### src/rtl/mux8t1_32_sync.sv
// 8-to-1 datapath multiplexer with a zero-latency output, a registered copy
// of the selected data/select, a one-hot select decode and a select-change strobe.
module mux8t1_32_sync #(
  parameter int WIDTH = 32
) (
  input  logic             clk,
  input  logic             rst,
  input  logic [WIDTH-1:0] I0,
  input  logic [WIDTH-1:0] I1,
  input  logic [WIDTH-1:0] I2,
  input  logic [WIDTH-1:0] I3,
  input  logic [WIDTH-1:0] I4,
  input  logic [WIDTH-1:0] I5,
  input  logic [WIDTH-1:0] I6,
  input  logic [WIDTH-1:0] I7,
  input  logic [2:0]       s,
  input  logic             en,
  output logic [WIDTH-1:0] o,
  output logic [WIDTH-1:0] o_q,
  output logic [2:0]       s_q,
  output logic [7:0]       sel_oh,
  output logic             s_chg
);

  logic [WIDTH-1:0] o_d;
  logic [2:0]       s_d;
  logic             s_chg_d;
  logic             s_chg_q;

  always_comb begin
    // NOTE: assign a default before the case so no path leaves o unassigned,
    // which would otherwise infer a latch.
    o = I0;
    case (s)
      3'd1:    o = I1;
      3'd2:    o = I2;
      3'd3:    o = I3;
      3'd4:    o = I4;
      3'd5:    o = I5;
      3'd6:    o = I6;
      3'd7:    o = I7;
      default: o = I0;
    endcase
  end

  assign sel_oh = 8'b0000_0001 << s;

  // The strobe compares against the select captured on the previous load,
  // not the previous cycle, so idle cycles between loads do not hide a change.
  always_comb begin
    o_d     = o_q;
    s_d     = s_q;
    s_chg_d = 1'b0;
    if (en) begin
      o_d     = o;
      s_d     = s;
      s_chg_d = (s != s_q);
    end
  end

  // NOTE: sequential state uses non-blocking assignments so every flop
  // samples pre-edge values regardless of statement order.
  always_ff @(posedge clk) begin
    if (rst) begin
      o_q     <= '0;
      s_q     <= '0;
      s_chg_q <= 1'b0;
    end else begin
      o_q     <= o_d;
      s_q     <= s_d;
      s_chg_q <= s_chg_d;
    end
  end

  assign s_chg = s_chg_q;

endmodule

### config.mk
export PLATFORM = sky130hd
export DESIGN_NAME = mux8t1_32_sync
export DESIGN_NICKNAME = d
export VERILOG_FILES = /design/src/rtl/mux8t1_32_sync.sv
export SDC_FILE = /design/constraint.sdc
export NUM_CORES = 1
export LEC_CHECK = 0
export BUFFER_PORTS_ARGS = -buffer_cell sky130_fd_sc_hd__buf_2
export CORE_AREA = 2 2 130 132
export CTS_CLUSTER_SIZE = 40
export DETAILED_ROUTE_END_ITERATION = 10
export DIE_AREA = 0 0 132 134
export GPL_ROUTABILITY_DRIVEN = 0
export PLACE_DENSITY = 0.62
export SLEW_MARGIN = 20
export SYNTH_ARGS = -nofsm -noshare
export SYNTH_HDL_FRONTEND = slang
export SYNTH_SLANG_ARGS = --single-unit
### constraint.sdc
create_clock -name clk -period 2.9 [get_ports clk]
set_input_delay 0.58 -clock clk [delete_from_list [all_inputs] [get_ports clk]]
set_output_delay 0.58 -clock clk [all_outputs]
set_load 0.02 [all_outputs]
Yosys cells after proc, flatten, opt, wreduce, memory -nomap -nowiden:

Index checks and enable logic that the tools add are counted.
Widths: inputs -> output; s select.

* register bits: 36
* input port bits: 262
* output and inout bits: 76
* word-level logic and storage cells: 15

* eq/ne operators: 8
* shift-type cells: 1
* multiplexer cells: 1
* bitwise logic cells: 1
* reductions and logical operators: 1

Operators by type and width (count)
* $pmux 32 s7: 1
* $eq 3x3->1 const B: 4
* $shl 1x3->8 const A: 1
* $eq 3x2->1 const B: 2
* $eq 3x1->1 const B: 1
* $ne 3x3->1: 1
* $reduce_or 2->1: 1
* $not 1->1: 1

Depth between registers and ports, before layout:

Gate-level depths: netlist (run 1).

* depth after elaboration: 2
* gate-level depth with buffers: 8

Least setup slack after synthesis (run 1):

OpenSTA, ideal clock, no wires.

* path type: input to output
* from: input s[0]
* to: output o[9]
* data arrival time: 1766 ps
* required time: 2320 ps
* slack: 554 ps
* cell stages on the path: 7
* buffers on the path: 3
* cells stage by stage: buf_4 -> and2b_1 -> buf_2 -> buf_4 -> a222oi_1 -> a21boi_1 -> nor2_1

* longest elaborated chain between the ends: 2

RTL lines
* from (decl): line 16 `input logic [2:0] s,`
* $eq 3x3->1 (tied with other cells): line 34 `case (s)`
* $pmux 32 s7 (*): line 34
* to (decl): line 18 `output logic [WIDTH-1:0] o,`

Mark *: on every way between the ends. The rest lies on a longest branch, timed or not.

Worst setup path after layout (run 1):

* from: input s[0]
* to: output o[19]

Same word-level chain as after synthesis.

==> results of run 1 <==
-- state kept, by name, indices dropped and copies added (netlist names) --
name / flops
o_q: 32
s_chg: 1
s_q: 3
-- layout by cell type, fill, tap and decap left out, types with 3 or more instances in the layout --
cell type  count
nor2_1       110
nor2b_1        7
a21oi_1        7
mux2i_1       75
o221ai_2       5
buf_4         40
mux2_1         4
clkbuf_16      5
nand2b_1      31
mux2_2        18
a211oi_1       4
a222oi_1      22
dfxtp_1       36
buf_2        335
o22ai_1        7
o21ai_1        3
o31ai_1        6
inv_1          5
nand3b_1       3
xnor2_1        3
a21boi_1      22
nand2_1       34
a2111oi_2     23
nand4b_1       6
buf_12         4
and2_1         3
nor3b_1        3
-- metrics by stage --
| stage | worst slack, ns | cell area [um2] | instances |
|---|---|---|---|
| 3_5_place_dp | 0.0406 | 6040 | 1046 |
| 5_1_grt | 0.0326 | 6210 | 1055 |
| 2_1_floorplan | 0.554 | 4010 | 498 |
| 3_3_place_gp | 0.0832 | 6040 | 1046 |
| 4_1_cts | 0.0340 | 6210 | 1054 |
| 6_report | 0.130 | 6210 | 1055 |
-- kinds of logic after synthesis --
family	count (synthesis)	share of synthesized area [%]
mux	97	24.9
buf+inv	57	8.23
xor+xnor	3	0.655
compound gates	102	24.9
flops	36	18.0
simple gates	203	23.4
-- final timing paths --
check | startpoint | endpoint | cells after the start
worst max-delay path | s[0] | o[19] | 8
worst min-delay path | o_q[30] | o_q[30] | 2
worst max register to register | o_q[17] | o_q[17] | 2
worst min register to register | o_q[30] | o_q[30] | 2
-- worst max-delay path, stage by stage --
cell,delay (ns)
buf_4,0.14
buf_12,0.27
mux2i_1,0.39
o2bb2ai_1,0.12
a211oi_1,0.29
buf_4,0.18
nor2_1,0.04
buf_2,0.15
-- routing by layer --
metal	vias up	track usage, %
li1	2481	-
met1	2273	20.8
met2	278	36.7
met3	24	4.69
met4	0	6.22
met5	-	0
-- where the power goes --
part	internal [mW]	switching (mW)
combinational	0.452	0.523
sequential	0.535	0.0207
clock	0.405	0.231
-- area by class of cell --
class	instances	area (um2)	area share [%]
clock inverters	2	35.0	0.564
multi-input cells	405	2960	47.7
repair buffers	380	2070	33.3
well taps	220	275	4.43
inverters	5	18.8	0.302
clock buffers	6	129	2.07
diodes	1	2.50	0.0403
flip-flops and latches	36	721	11.6
==> results.py, run 1 <==
metrics = {
    "status": {
        "run_status": "completed",
    },
    "floorplanning": {
        "initial_utilization_pct": 24.6,
        "die-height_um": 134,
        "die_area_mm2": 0.0177,
        "io_pins": 338,
        "std_cell_rows": 47,
        "die_width_um": 132,
        "fp.coreArea_mm2": 0.0163,
    },
    "synth": {
        "synth_ff_type": "dfxtp_1",
        "synthesis.yosys.warnings": 0,
        "synth_common_cells": "110 x nor2_1, 75 x mux2i_1, 36 x dfxtp_1",
        "synth_enable_flop_cells": 0,
        "ys_seq_area_share_pct": 18.0,
        "synthMostInstantiatedCell": "nor2_1",
        "synth_instances": 498,
        "synth.distinct_cells": 37,
        "synthesized_area_per_cell_um2": 8.06,
        "ys_seq_elements": 36,
        "async_flop_share_pct": 0,
        "synth.top_cells.by_area": "mux2i_1 19%, dfxtp_1 18%, nor2_1 10%",
        "yosys.area.top_type": "mux2i_1",
        "synthesis.nets": 760,
        "netlist_area_pre_place_mm2": 0.00401,
        "synthDominantCellAreaShare_pct": 18.7,
    },
    "timing": {
        "final-hold-violation-count": 0,
        "timing_worst_slew_pin_value_ns": 0.655,
        "worst_case_headroom_to_the_max_slew_limit_pct": 56.2,
        "report.final.slew_viol_count": 0,
        "max_clock_freq_ghz": 0.361,
        "final.setup.tns_ns": 0,
        "layout_min_cycle_time_ns": 2.77,
        "rsz0062_at_grt": "no",
        "fin_worst_skew_ns": 0.00482,
        "fin_worst_hold_slack_ns": 0.447,
        "post-route-period-util_pct": 95.5,
        "finalSetupViolCount": 0,
    },
    "layout": {
        "nFillCells": 1734,
        "post-route-util_pct": 38.1,
        "fraction_of_layout_instances_using_a_drive_strength_above_1_pct": 52.3,
        "final_net_count": 1095,
        "area_growth_syn_to_layout_pct": 54.8,
    },
    "global_route": {
        "number_of_antenna_violations_at_the_first_check_in_global_routing": 1,
        "grt_start_max_net_pins": 56,
        "first_global_vias": 5008,
        "grt_usage_pct": 19.2,
        "grt_first_pass_wirelength_mm": 26.8,
        "globalRoute.totalOverflow": 0,
    },
    "clocking": {
        "post_cts.repair.setup_buffers": 0,
        "clk-insertion-delay-late_ns": 0.29,
        "tritoncts_clock_tree": "built",
        "numClockSinks": 36,
        "cts_repair_resize_count": 0,
        "max-clock-path-buffers": 2,
        "cts_hold_buf": 0,
        "htree_num_levels": 2,
        "cts-buffers-inserted": 5,
        "clk_pin_slew_worst_paths_ns": 0.06,
        "ctsRootBufferMaster": "clkbuf_16",
    },
    "drt": {
        "wl_met2_mm": 9.16,
        "detailroute.via_count": 5056,
        "post_drt_via_cell_ratio": 4.79,
        "detailedRoute.firstPassIterationCount": 8,
        "wl_met1_mm": 6.59,
        "post_drt_wl_per_cell_um": 16.8,
        "drtIter0Drc": 216,
        "post-route-drc-count": 0,
        "antenna_violating_nets_post_route": 0,
        "top_layer": "met4",
        "route.met3.wl_mm": 1.51,
        "wirelength_routed_mm": 17.7,
    },
    "power_and_ir_drop": {
        "leakage_power_nw": 3.18,
        "peak_vdd_ir_v": 0.000180,
        "power_density_mw_per_mm2": 349,
        "finalPower_mw": 2.17,
    },
    "flow_run": {
        "drv.max_cap_violation_count": 0,
    },
    "worst_setup_path": {
        "worstSetupEndpointType": "output port",
        "worst-endpoint-required_ns": 2.32,
        "worstSetupStartpointType": "input pin",
        "crit_fanout": 55,
        "slack_of_the_worst_reg_to_reg_path_ns": 2.08,
        "worstSetupPathType": "in2out",
        "arrival_ns": 2.19,
    },
    "placed_design": {
        "placement.io_buffers": 337,
        "hpwlAfterDp_mm": 14.3,
    },
    "hold_path": {
        "hold_path_class": "reg2reg",
    },
}
No activity file was read; power rests on OpenSTA's default activity.
==> run 2: changes to the inputs <==
--- a/config.mk
+++ b/config.mk
@@ -11,6 +11,7 @@
 export DETAILED_ROUTE_END_ITERATION = 10
 export DIE_AREA = 0 0 132 134
 export GPL_ROUTABILITY_DRIVEN = 0
+export GPL_TIMING_DRIVEN = 0
 export PLACE_DENSITY = 0.62
 export SLEW_MARGIN = 20
 export SYNTH_ARGS = -nofsm -noshare
==> run 2 against run 1 <==
Worst setup slack worse by 0.070 ns. Final cell count up 0.38%. Critical endpoint is now o[21]. Combinational power is 0.7% lower. Flip-flop and latch count unchanged.
==> results.py, run 2 (synthesized netlist as in run 1, its figures left out) <==
metrics = {
    "power_and_ir_drop": {
        "leakage_power_nw": 3.13,
        "switching_share_pct": 39.0,
        "combinationalPowerShare_pct": 46.4,
        "internal-power_mw": 1.28,
        "power.net_switching_mw": 0.815,
        "peak_vdd_ir_v": 0.000184,
        "p_clk_share_pct": 27.1,
        "power_density_mw_per_mm2": 341,
        "finalPower_mw": 2.09,
        "power.share.sequential_pct": 26.6,
    },
    "timing": {
        "post-route-period-util_pct": 97.9,
        "report.final.slew_viol_count": 0,
        "fin_worst_skew_ns": 0.00116,
        "layout_min_cycle_time_ns": 2.84,
        "max_clock_freq_ghz": 0.352,
        "fin_worst_hold_slack_ns": 0.452,
        "final.setup.tns_ns": 0,
        "final-hold-violation-count": 0,
        "timing_worst_slew_pin_value_ns": 0.838,
        "worst_case_headroom_to_the_max_slew_limit_pct": 44.1,
        "finalSetupViolCount": 0,
        "timing.final.ws_setup_ns": 0.0605,
    },
    "global_route": {
        "number_of_antenna_violations_at_the_first_check_in_global_routing": 0,
        "globalRoute.totalOverflow": 0,
        "grt_start_max_net_pins": 13,
        "first_global_vias": 5076,
        "grt_usage_pct": 21.8,
        "grt_first_pass_wirelength_mm": 29.2,
    },
    "drt": {
        "post_drt_wl_per_cell_um": 19.0,
        "drtIter0Drc": 348,
        "detailedRoute.firstPassIterationCount": 5,
        "post-route-drc-count": 0,
        "top_layer": "met4",
        "antenna_violating_nets_post_route": 0,
        "route.met3.wl_mm": 1.37,
        "wirelength_routed_mm": 20.1,
        "wl_met2_mm": 10.4,
        "detailroute.via_count": 5183,
        "post_drt_via_cell_ratio": 4.89,
        "wl_met1_mm": 7.88,
    },
    "floorplanning": {
        "die-height_um": 134,
        "die_area_mm2": 0.0177,
        "io_pins": 338,
        "fp.coreArea_mm2": 0.0163,
        "die_width_um": 132,
        "initial_utilization_pct": 24.6,
        "std_cell_rows": 47,
    },
    "layout": {
        "final_net_count": 1100,
        "area_growth_syn_to_layout_pct": 52.6,
        "fraction_of_layout_instances_using_a_drive_strength_above_1_pct": 51.5,
        "post-route-util_pct": 37.6,
        "most-common-layout-cells": "350 x buf_2, 110 x nor2_1, 75 x mux2i_1, 36 x dfxtp_1, 34 x nand2_1",
        "largest_reg_flops": 32,
        "stdcell_count": 1059,
        "largest_register": "o_q",
        "final_antenna_diode_count": 0,
        "most_common_library_cell_in_the_layout_ignoring_fill_and_taps": "buf_2",
        "finalInstanceArea_mm2": 0.00612,
    },
    "placed_design": {
        "placedCellCount": 1051,
        "preCtsSetupSlack_ns": -0.0687,
        "hpwlAfterDp_mm": 16.4,
        "placement.io_buffers": 333,
        "place_area_mm2": 0.00595,
    },
    "worst_setup_path": {
        "slack_of_the_worst_reg_to_reg_path_ns": 2.07,
        "crit_fanout": 10,
        "critical_path.most_common_cell": "buf_2",
        "worstSetupStartpointType": "input pin",
        "max_stage_delay_ns": 0.48,
        "worstSetupEndpointType": "output port",
        "worstSetupPathType": "in2out",
        "critical-path-slowest-cell": "a222oi_1",
        "worst-endpoint-required_ns": 2.32,
        "arrival_ns": 2.26,
        "timing.critical_path.cells": "buf_4 > and2b_1 > buf_2 > buf_6 > a222oi_1 > a21boi_1 > nor2_1 > buf_2",
    },
    "hold_path": {
        "hold_path_class": "reg2reg",
    },
    "clocking": {
        "htree_num_levels": 2,
        "cts-buffers-inserted": 5,
        "max-clock-path-buffers": 2,
        "post_cts.repair.setup_buffers": 0,
        "cts_hold_buf": 0,
        "clk-insertion-delay-late_ns": 0.29,
        "tritoncts_clock_tree": "built",
        "ctsRootBufferMaster": "clkbuf_16",
        "numClockSinks": 36,
        "clk_pin_slew_worst_paths_ns": 0.06,
    },
    "status": {
        "run_status": "completed",
    },
    "flow_run": {
        "drv.max_cap_violation_count": 0,
    },
}
[run 2: cell types whose count changed in the layout (fill, tap and decap cells not counted), moves of 2 or more]
cell	change
buf_4	-28
buf_12	-4
a21boi_2	+2
a21boi_1	-2
clkbuf_2	+3
clkbuf_1	+10
buf_2	+15
buf_6	+7
[run 2: path summary, 6_finish.rpt]
kind	startpoint	endpoint	cells after the start
max	s[0]	o[21]	8
min reg2reg	o_q[13]	o_q[13]	2
min	o_q[13]	o_q[13]	2
max reg2reg	o_q[2]	o_q[2]	2
[run 2: final cells by class]
cell class	count	area, um2
clock inverter	3	18.8
tap	220	275
inverter	5	18.8
clock buffer	5	125
sequential	36	721
multi-input combinational	405	2970
buffer	52	325
timing repair buffer	333	1670
fill	1778	10200
[run 2: worst max-delay path: cells and delay by family]
kind	cells	cell delay, ns
compound gates	2	0.80
buf+inv	4	0.63
simple gates	2	0.23
[run 2: routing by layer]
layer	up-vias	GRT usage [%]
li1	2500	-
met1	2396	24.4
met2	263	41.6
met3	24	4.23
met4	0	6.40
met5	-	0
[run 2: timing repair]
item / CTS / global route
pin swaps: 1 / 0
endpoints found under the setup margin: 2 / 11
gates resized for setup: 5 / 6
[run 2: power by group through the flow]
| stage | Sequential (mW) | Combinational (mW) | Clock [mW] |
|---|---|---|---|
| floorplan | 0.614 | 0.504 | 0 |
| global placement | 0.566 | 0.961 | 0 |
| detailed placement | 0.566 | 0.965 | 0 |
| CTS | 0.555 | 0.972 | 0.584 |
| global route | 0.559 | 1.04 | 0.596 |
| finish | 0.555 | 0.969 | 0.566 |
==> run 3: changes to the inputs <==
--- a/config.mk
+++ b/config.mk
@@ -12,7 +12,7 @@
 export DIE_AREA = 0 0 132 134
 export GPL_ROUTABILITY_DRIVEN = 0
 export GPL_TIMING_DRIVEN = 0
-export PLACE_DENSITY = 0.62
+export PLACE_DENSITY = 0.66
 export SLEW_MARGIN = 20
 export SYNTH_ARGS = -nofsm -noshare
 export SYNTH_HDL_FRONTEND = slang
==> run 3 against run 2 <==
The run now ends with setup timing left. Sequential power is essentially flat. Worst setup slack worse by 0.11 ns. Critical path type unchanged. Routed wire length up 0.47%. Clock power rose by 13%. Via count up 0.58%. Die area stayed put. Register-to-register slack gained 0.05 ns. Maximum frequency is 3.8% lower. Critical endpoint is now o[20]. Clock-buffer cell count did not move.
==> results.py, run 3 (synthesized netlist as in run 1, its figures left out) <==
metrics = {
    "clocking": {
        "htree_num_levels": 2,
        "numClockSinks": 36,
        "cts_hold_buf": 0,
        "ctsRootBufferMaster": "clkbuf_16",
        "cts-buffers-inserted": 5,
        "clk-insertion-delay-late_ns": 0.29,
        "max-clock-path-buffers": 2,
        "clk_pin_slew_worst_paths_ns": 0.06,
        "tritoncts_clock_tree": "built",
    },
    "global_route": {
        "globalRoute.totalOverflow": 0,
        "first_global_vias": 5228,
        "grt_start_max_net_pins": 13,
        "number_of_antenna_violations_at_the_first_check_in_global_routing": 1,
        "grt_first_pass_wirelength_mm": 29.8,
        "grt_usage_pct": 22.2,
    },
    "floorplanning": {
        "fp.coreArea_mm2": 0.0163,
        "std_cell_rows": 47,
        "die_area_mm2": 0.0177,
        "die_width_um": 132,
        "initial_utilization_pct": 24.6,
        "io_pins": 338,
        "die-height_um": 134,
    },
    "worst_setup_path": {
        "worst-endpoint-required_ns": 2.32,
        "crit_fanout": 10,
        "arrival_ns": 2.37,
        "worstSetupPathType": "in2out",
        "worstSetupEndpointType": "output port",
        "worstSetupStartpointType": "input pin",
    },
    "layout": {
        "most_common_library_cell_in_the_layout_ignoring_fill_and_taps": "buf_2",
        "area_growth_syn_to_layout_pct": 55.2,
        "stdcell_count": 1065,
        "largest_reg_flops": 32,
        "final_net_count": 1104,
        "most-common-layout-cells": "348 x buf_2, 110 x nor2_1, 75 x mux2i_1, 36 x dfxtp_1, 34 x nand2_1",
        "fraction_of_layout_instances_using_a_drive_strength_above_1_pct": 51.8,
        "finalInstanceArea_mm2": 0.00623,
        "post-route-util_pct": 38.2,
        "largest_register": "o_q",
    },
    "timing": {
        "fin_worst_skew_ns": 0.00460,
        "post-route-period-util_pct": 102,
        "timing_worst_slew_pin_value_ns": 0.918,
        "worst_case_headroom_to_the_max_slew_limit_pct": 38.8,
        "max_clock_freq_ghz": 0.339,
        "timing.final.ws_setup_ns": -0.0511,
        "final-hold-violation-count": 0,
        "layout_min_cycle_time_ns": 2.95,
        "finalSetupViolCount": 1,
        "report.final.slew_viol_count": 0,
    },
    "status": {
        "violations": "setup timing",
        "run_status": "complete, but fails checks",
    },
    "drt": {
        "wirelength_routed_mm": 20.2,
        "detailedRoute.firstPassIterationCount": 7,
        "drtIter0Drc": 327,
        "antenna_violating_nets_post_route": 0,
        "post-route-drc-count": 0,
        "post_drt_via_cell_ratio": 4.89,
        "post_drt_wl_per_cell_um": 19.0,
        "detailroute.via_count": 5213,
    },
    "power_and_ir_drop": {
        "peak_vdd_ir_v": 0.000193,
        "leakage_power_nw": 3.16,
        "power_density_mw_per_mm2": 351,
        "finalPower_mw": 2.19,
    },
    "hold_path": {
        "hold_path_class": "reg2reg",
    },
    "placed_design": {
        "preCtsSetupSlack_ns": -0.204,
        "placement.io_buffers": 333,
        "hpwlAfterDp_mm": 16.3,
        "place_area_mm2": 0.00595,
        "placedCellCount": 1051,
    },
    "flow_run": {
        "drv.max_cap_violation_count": 0,
    },
}
run 3: power breakdown:
group | switching, mW | total, mW | leakage (nW) | internal, mW
sequential | 0.0189 | 0.554 | 0.298 | 0.535
combinational | 0.555 | 0.991 | 2.79 | 0.435
clock | 0.238 | 0.642 | 0.0798 | 0.404
run 3: timing repair:
action | CTS | global route
pin swaps | 1 | 2
cloned | 0 | 0
endpoints found under the setup margin | 7 | 10
buffers inserted | 1 | 5
resized for setup | 11 | 7
run 3: critical path, stage by stage:
cell and delay [ns]:
buf_4 0.16, nor2_2 0.11, buf_6 0.17, a222oi_1 0.83
a21boi_2 0.30, nor2_1 0.06, buf_2 0.15
run 3: path summary, 6_finish.rpt:
kind	from	endpoint	slack, ns	cells past startpoint
min reg2reg	o_q[26]	o_q[26]	0.45	2
max	s[0]	o[20]	-0.05	7
max reg2reg	o_q[4]	o_q[4]	2.12	2
min	o_q[26]	o_q[26]	0.45	2
run 3: through the flow:
| stage | hold slack [ns] | setup TNS (ns) |
|---|---|---|
| after CTS | 0.452 | -0.0440 |
| after floorplan | 0.528 | 0 |
| after detailed placement | 0.440 | -0.398 |
| after global placement | 0.433 | -0.453 |
| after global routing | 0.479 | -0.00334 |
| final | 0.451 | -0.0511 |
run 3: area by class of cell:
cell class / count / area [um2]
buffer: 50 / 340
antenna: 2 / 5.00
multi-input combinational: 405 / 2980
fill: 1742 / 10100
inverter: 5 / 18.8
tap: 220 / 275
timing repair buffer: 339 / 1720
clock inverter: 3 / 42.5
clock buffer: 5 / 125
sequential: 36 / 721
run 3: routing by layer:
metal | GRT usage [%] | share of wire (%) | up-vias
met1 | 25.1 | 39 | 2382
li1 | - | - | 2511
met4 | 7.97 | 2.7 | 0
met5 | 0 | 0 | -
met2 | 40.9 | 51 | 288
met3 | 4.69 | 7.4 | 32
